<file path="src/rtl/garbage_collector_if.sv">
// Flash-side bus of the garbage collector: used-block count, grant, host
// contention and the command/address handshake toward the flash controller.
interface garbage_collector_if #(
  parameter int BW = 8,
  parameter int PW = 2
);
  logic [BW-1:0]    W_used;
  logic [BW-1:0]    free_blk;
  logic             gc_start;
  logic             gc_ini;
  logic             host_req;
  logic             flash_ready;
  logic             gc_request;
  logic             gc_interrupt;
  logic             req_done;
  logic             flash_cmd_valid;
  logic [1:0]       flash_cmd;
  logic [BW+PW-1:0] flash_addr;
  logic [BW-1:0]    victim;

  modport master (
    input  W_used, free_blk, gc_start, gc_ini, host_req, flash_ready,
    output gc_request, gc_interrupt, req_done, flash_cmd_valid, flash_cmd,
           flash_addr, victim
  );

  modport slave (
    output W_used, free_blk, gc_start, gc_ini, host_req, flash_ready,
    input  gc_request, gc_interrupt, req_done, flash_cmd_valid, flash_cmd,
           flash_addr, victim
  );
endinterface

</file>
<file path="src/rtl/garbage_collector.sv">
// Reclaims one victim block at a time: copies each page to free_blk, erases
// the victim, and yields the flash to the host between pages.
module garbage_collector #(
  parameter int BW     = 8,
  parameter int PW     = 2,
  parameter int THRESH = 200
) (
  input  logic                CLK,
  input  logic                nRST,
  garbage_collector_if.master bus
);
  typedef enum logic [2:0] {
    S_IDLE, S_REQ, S_READ, S_PROG, S_ERASE, S_DONE, S_YIELD
  } state_t;

  localparam logic [BW-1:0] THRESH_V  = BW'(THRESH);
  localparam logic [PW-1:0] LAST_PAGE = '1;

  state_t           state_q, state_d;
  logic [BW-1:0]    victim_q, victim_d;
  logic [BW-1:0]    dst_q, dst_d;
  logic [PW-1:0]    page_q, page_d;
  logic             intr_q, intr_d;
  logic             cmd_valid;
  logic [1:0]       cmd;
  logic [BW+PW-1:0] addr;
  logic             hs;

  assign hs = cmd_valid && bus.flash_ready;

  always_ff @(posedge CLK or negedge nRST) begin
    if (!nRST) begin
      state_q  <= S_IDLE;
      victim_q <= '0;
      dst_q    <= '0;
      page_q   <= '0;
      intr_q   <= 1'b0;
    end else begin
      state_q  <= state_d;
      victim_q <= victim_d;
      dst_q    <= dst_d;
      page_q   <= page_d;
      intr_q   <= intr_d;
    end
  end

  always_comb begin
    state_d  = state_q;
    victim_d = victim_q;
    dst_d    = dst_q;
    page_d   = page_q;
    intr_d   = 1'b0;
    if (bus.gc_ini) begin
      state_d  = S_IDLE;
      victim_d = '0;
      page_d   = '0;
    end else begin
      case (state_q)
        S_IDLE:  if (bus.W_used >= THRESH_V) state_d = S_REQ;
        S_REQ:   if (bus.gc_start) state_d = S_READ;
        S_READ: begin
          // Destination captured here so the PROG address cannot move mid-command.
          if (hs) begin
            state_d = S_PROG;
            dst_d   = bus.free_blk;
          end
        end
        S_PROG: begin
          if (hs) begin
            if (page_q == LAST_PAGE) begin
              state_d = S_ERASE;
            end else begin
              page_d = page_q + 1'b1;
              if (bus.host_req) begin
                state_d = S_YIELD;
                intr_d  = 1'b1;
              end else begin
                state_d = S_READ;
              end
            end
          end
        end
        S_YIELD: if (!bus.host_req) state_d = S_REQ;
        S_ERASE: if (hs) state_d = S_DONE;
        S_DONE: begin
          state_d  = S_IDLE;
          page_d   = '0;
          victim_d = victim_q + 1'b1;
        end
        default: state_d = S_IDLE;
      endcase
    end
  end

  always_comb begin
    cmd_valid = 1'b0;
    cmd       = 2'b00;
    addr      = '0;
    case (state_q)
      S_READ: begin
        cmd_valid = 1'b1;
        cmd       = 2'b01;
        addr      = {victim_q, page_q};
      end
      S_PROG: begin
        cmd_valid = 1'b1;
        cmd       = 2'b10;
        addr      = {dst_q, page_q};
      end
      S_ERASE: begin
        cmd_valid = 1'b1;
        cmd       = 2'b11;
        addr      = {victim_q, {PW{1'b0}}};
      end
      default: ;
    endcase
  end

  assign bus.flash_cmd_valid = cmd_valid;
  assign bus.flash_cmd       = cmd;
  assign bus.flash_addr      = addr;
  assign bus.victim          = victim_q;
  assign bus.gc_request      = (state_q == S_REQ);
  // A re-initialise in the same cycle suppresses both pulses.
  assign bus.gc_interrupt    = intr_q && !bus.gc_ini;
  assign bus.req_done        = (state_q == S_DONE) && !bus.gc_ini;
endmodule

</file>
<file path="src/flat_wrapper.sv">
// flat-port wrapper written by rule: the top's interface ports become plain ports
module garbage_collector_flat 
#(
  parameter int BW     = 8,
  parameter int PW     = 2,
  parameter int THRESH = 200
)
  (CLK, nRST, bus_W_used, bus_free_blk, bus_gc_start, bus_gc_ini, bus_host_req, bus_flash_ready, bus_gc_request, bus_gc_interrupt, bus_req_done, bus_flash_cmd_valid, bus_flash_cmd, bus_flash_addr, bus_victim);
  garbage_collector_if #(.BW(BW), .PW(PW)) bus_i ();
  input  logic CLK;
  input  logic nRST;
  input wire logic [$bits(bus_i.W_used)-1:0] bus_W_used;
  input wire logic [$bits(bus_i.free_blk)-1:0] bus_free_blk;
  input wire logic [$bits(bus_i.gc_start)-1:0] bus_gc_start;
  input wire logic [$bits(bus_i.gc_ini)-1:0] bus_gc_ini;
  input wire logic [$bits(bus_i.host_req)-1:0] bus_host_req;
  input wire logic [$bits(bus_i.flash_ready)-1:0] bus_flash_ready;
  output wire logic [$bits(bus_i.gc_request)-1:0] bus_gc_request;
  output wire logic [$bits(bus_i.gc_interrupt)-1:0] bus_gc_interrupt;
  output wire logic [$bits(bus_i.req_done)-1:0] bus_req_done;
  output wire logic [$bits(bus_i.flash_cmd_valid)-1:0] bus_flash_cmd_valid;
  output wire logic [$bits(bus_i.flash_cmd)-1:0] bus_flash_cmd;
  output wire logic [$bits(bus_i.flash_addr)-1:0] bus_flash_addr;
  output wire logic [$bits(bus_i.victim)-1:0] bus_victim;
  assign bus_i.W_used = bus_W_used;
  assign bus_i.free_blk = bus_free_blk;
  assign bus_i.gc_start = bus_gc_start;
  assign bus_i.gc_ini = bus_gc_ini;
  assign bus_i.host_req = bus_host_req;
  assign bus_i.flash_ready = bus_flash_ready;
  assign bus_gc_request = bus_i.gc_request;
  assign bus_gc_interrupt = bus_i.gc_interrupt;
  assign bus_req_done = bus_i.req_done;
  assign bus_flash_cmd_valid = bus_i.flash_cmd_valid;
  assign bus_flash_cmd = bus_i.flash_cmd;
  assign bus_flash_addr = bus_i.flash_addr;
  assign bus_victim = bus_i.victim;
  garbage_collector #(.BW(BW), .PW(PW), .THRESH(THRESH)) u_core (.CLK(CLK), .nRST(nRST), .bus(bus_i));
endmodule
</file>
<file path="config.mk">
export PLATFORM = sky130hd
export DESIGN_NAME = garbage_collector_flat
export DESIGN_NICKNAME = d
export VERILOG_FILES = /design/src/rtl/garbage_collector_if.sv /design/src/rtl/garbage_collector.sv /design/src/flat_wrapper.sv
export SDC_FILE = /design/constraint.sdc
export NUM_CORES = 1
export LEC_CHECK = 0
export ABC_AREA = 1
export CAP_MARGIN = 10
export CELL_PAD_IN_SITES_DETAIL_PLACEMENT = 2
export CELL_PAD_IN_SITES_GLOBAL_PLACEMENT = 2
export CORE_ASPECT_RATIO = 1.25
export CORE_MARGIN = 5
export CORE_UTILIZATION = 24
export CTS_CLUSTER_DIAMETER = 150
export DETAILED_ROUTE_END_ITERATION = 10
export MAX_ROUTING_LAYER = met4
export PLACE_DENSITY = 0.89
export SLEW_MARGIN = 20
export SYNTH_ARGS = -nofsm -noshare
export SYNTH_HDL_FRONTEND = slang
export SYNTH_SLANG_ARGS = --single-unit
</file>
<file path="constraint.sdc">
create_clock -name CLK -period 1.8 [get_ports CLK]
set_clock_uncertainty 0.1 [all_clocks]
set_input_delay 0.27 -clock CLK [delete_from_list [all_inputs] [get_ports CLK]]
set_output_delay 0.27 -clock CLK [all_outputs]
set_load 0.03 [all_outputs]
</file>
==> results.toml <==
[layout]
antennaDiodeCount = 0
fin_util_pct = 38.0
mostFrequentLayoutCells = "34 x nand2_1, 25 x inv_1, 22 x clkdlybuf4s50_1"
fillCellCount = 623
regArea_um2 = 552
multi_input_area_um2 = 689
layout.nets = 252
fin_area_um2 = 2020
drive_above_1_share_pct = 31.3
fin_cells = 291
area_growth_pct = 55.7
layout_commonest_cell = "nand2_1"

[synth]
synth.area.mux_share_pct = 6.93
synth_largest_area_cell = "dfrtp_1"
synth_top_family_by_area = "simple AND/OR/NAND/NOR gates"
synth-adder-area-share_pct = 1.92
synth_area_leaders = "dfrtp_1 42%, nand2_1 10%, inv_1 7.5%, mux2_2 6.9%, o21ai_0 6.5%"
yosysWarningCount = 0
syn_area_um2 = 1300
synthCells = 168
synth_compound_area_share_pct = 8.37
synth.top_cell.area_share_pct = 42.3
synthXorXnorAreaFrac_pct = 0.674
synthSimpleGateAreaFrac_pct = 30.7
synth_seq_cells = 22
syn_avg_cell_area_um2 = 7.74
synth-seq-area-share_pct = 42.3
synth_cell_types = 20
syn_nets = 192

[placed_design]
post-place-cells = 282
port_buffers = 42
gp_congestion = 0.788
pre_cts_ws_ns = 0.0276
hpwlAfterDp_mm = 3.43
place_area_um2 = 1820

[power]
finalPower_mw = 1.84
power_frac_clock_pct = 25.3
p_seq_share_pct = 36.0
internal-power_mw = 1.19
power_density_nw_per_um2 = 908
comb_power_share_pct = 38.7
p_leak_nw = 1.04
vdd_ir_drop_max_v = 0.000461
p_sw_share_pct = 35.2
power_switching_mw = 0.647

[global_route]
grt_max_degree = 23
antenna_found_initial = 0
overflow = 0
grt_first_pass_wirelength_mm = 7.70
grt_usage_pct = 14.6
grt_pass1_vias = 1586

[critical_path]
max_stage_delay_ns = 0.40
crit_required_ns = 1.43
rrSetupSlack_ns = 0.23
path_cells = "inv_2 > nor2_4 > inv_4 > nor2_4 > nor2_4 > o21ai_2 > buf_6"
r2r_start = "u_core.state_q[1]"
end_kind = "primary output"
start_kind = "flip-flop"
regToRegEndpoint = "u_core.page_q[0]"
rr_worst_depth = 7
crit_arrival_ns = 1.51
startpoint = "u_core.state_q[1]"
criticalPathCategory = "flip-flop to primary output"
path_common_cell = "nor2_4"
crit_path_max_fanout = 5
cp_slowest_cell = "dfrtp_1"

[timing]
timing.hold.ws_ns = 0.254
setup_viol = 8
grt_setup_unrepaired = "yes"
hold_viol_final = 0
fin_ws_ns = -0.0830
final.min_clock_period_ns = 1.88
slew_violations = 0
relSlewSlack_pct = 78.7
finalCritPeriodShare_pct = 105
finalSetupTns_ns = -0.366
max_freq_ghz = 0.531
tightest_slew_ns = 0.318

[routing]
vias = 1359
drtAntennaViolNets = 0
wl_per_cell_um = 16.1
viasPerCell = 4.67
drc = 0
routed_wl_mm = 4.68
firstDrtPassIters = 4
drt_iter0_markers = 23

[floorplan]
coreArea_um2 = 5330
initial_core_util_pct = 24.4
rows = 30
die_h_um = 92.3
die_w_um = 75.8
die-area_um2 = 7000
ios = 46

[run_status]
violations = "negative setup slack"
outcome = "finished with violations"

[cts]
h-tree-depth = 1
clock_sinks = 22
postCtsHoldBufs = 0
cts_tree = "done"
cts-root-buf = "clkbuf_8"
clk_latency_ns = 0.26
numCtsBuffers = 3
clk_pin_slew_ns = 0.09
cts_buffer_depth = 2

[min_path]
min_path_type = "primary input to async pin"

[job]
maxCapViolations = 0
flip-flops by register name, indices dropped and copies added (netlist names):
| register | cells |
|---|---|
| u_core.page_q | 2 |
| u_core.bus.victim | 8 |
| u_core.dst_q | 8 |
| u_core.state_q | 3 |
| u_core.intr_q | 1 |
how the worst max path moves through the flow:
| stage | to | slack, ns | depth (start not counted) |
|---|---|---|---|
| after global placement | bus_flash_addr[5] | 0.08 | 7 |
| after detailed placement | bus_flash_addr[5] | 0.03 | 7 |
| after floorplan | bus_flash_addr[2] | -0.14 | 5 |
| after global routing | bus_flash_addr[9] | -0.16 | 6 |
| final | bus_flash_addr[9] | -0.08 | 7 |
| after CTS | bus_flash_addr[9] | -0.11 | 7 |
critical path: cells and delay by family, from the launching register on:
family | cells | cell delay (ns)
compound gates | 1 | 0.17
buf+inv | 3 | 0.28
flops | 1 | 0.40
simple gates | 3 | 0.39
cells by family (layout without fill, tap and decap cells):
kind of cell | count (synthesis) | count (layout)
mux | 8 | 8
buf+inv | 31 | 89
simple gates | 83 | 84
xor+xnor | 1 | 1
flops | 22 | 22
fa+ha+maj | 2 | 2
compound gates | 21 | 21
layout make-up:
class | count | share of cell area [%]
clock buffer | 3 | 2.04
clock inverter | 1 | 1.48
inverter | 30 | 5.81
multi-input combinational | 116 | 34.1
sequential | 22 | 27.3
tap | 64 | 3.96
timing repair buffer | 55 | 25.4
synth_stat cells:
library cell,number
nor2_1,17
ha_1,2
mux2_2,8
nand2_2,3
nor2_4,1
inv_1,26
buf_2,1
xor2_1,1
nor3_1,1
nand4_1,5
nand3_4,1
nand3_2,3
inv_2,4
o2bb2ai_1,1
nand2_1,35
a21oi_1,3
o21ai_0,17
nor2_2,4
dfrtp_1,22
nand3_1,13
what timing repair did:
action	in CTS	in global routing
cloned	1	0
pin swaps	4	4
setup endpoints to repair	10	13
setup buffers	4	1
resized for setup	26	12
power by group through the flow:
stage	logic, mW	clock network, mW	registers (mW)
6_report	0.712	0.465	0.662
5_1_grt	0.782	0.498	0.670
4_1_cts	0.705	0.484	0.661
3_5_place_dp	0.608	0	0.671
3_3_place_gp	0.587	0	0.661
2_1_floorplan	0.401	0	0.646
layer usage:
metal	wire, um	share of wire, %	track usage [%]
met1	1840	39	17.2
met2	2610	56	26.2
met5	0	0	-
met3	211	4.5	1.75
met4	26	0.56	2.62
No activity file was read; power rests on OpenSTA's default activity.
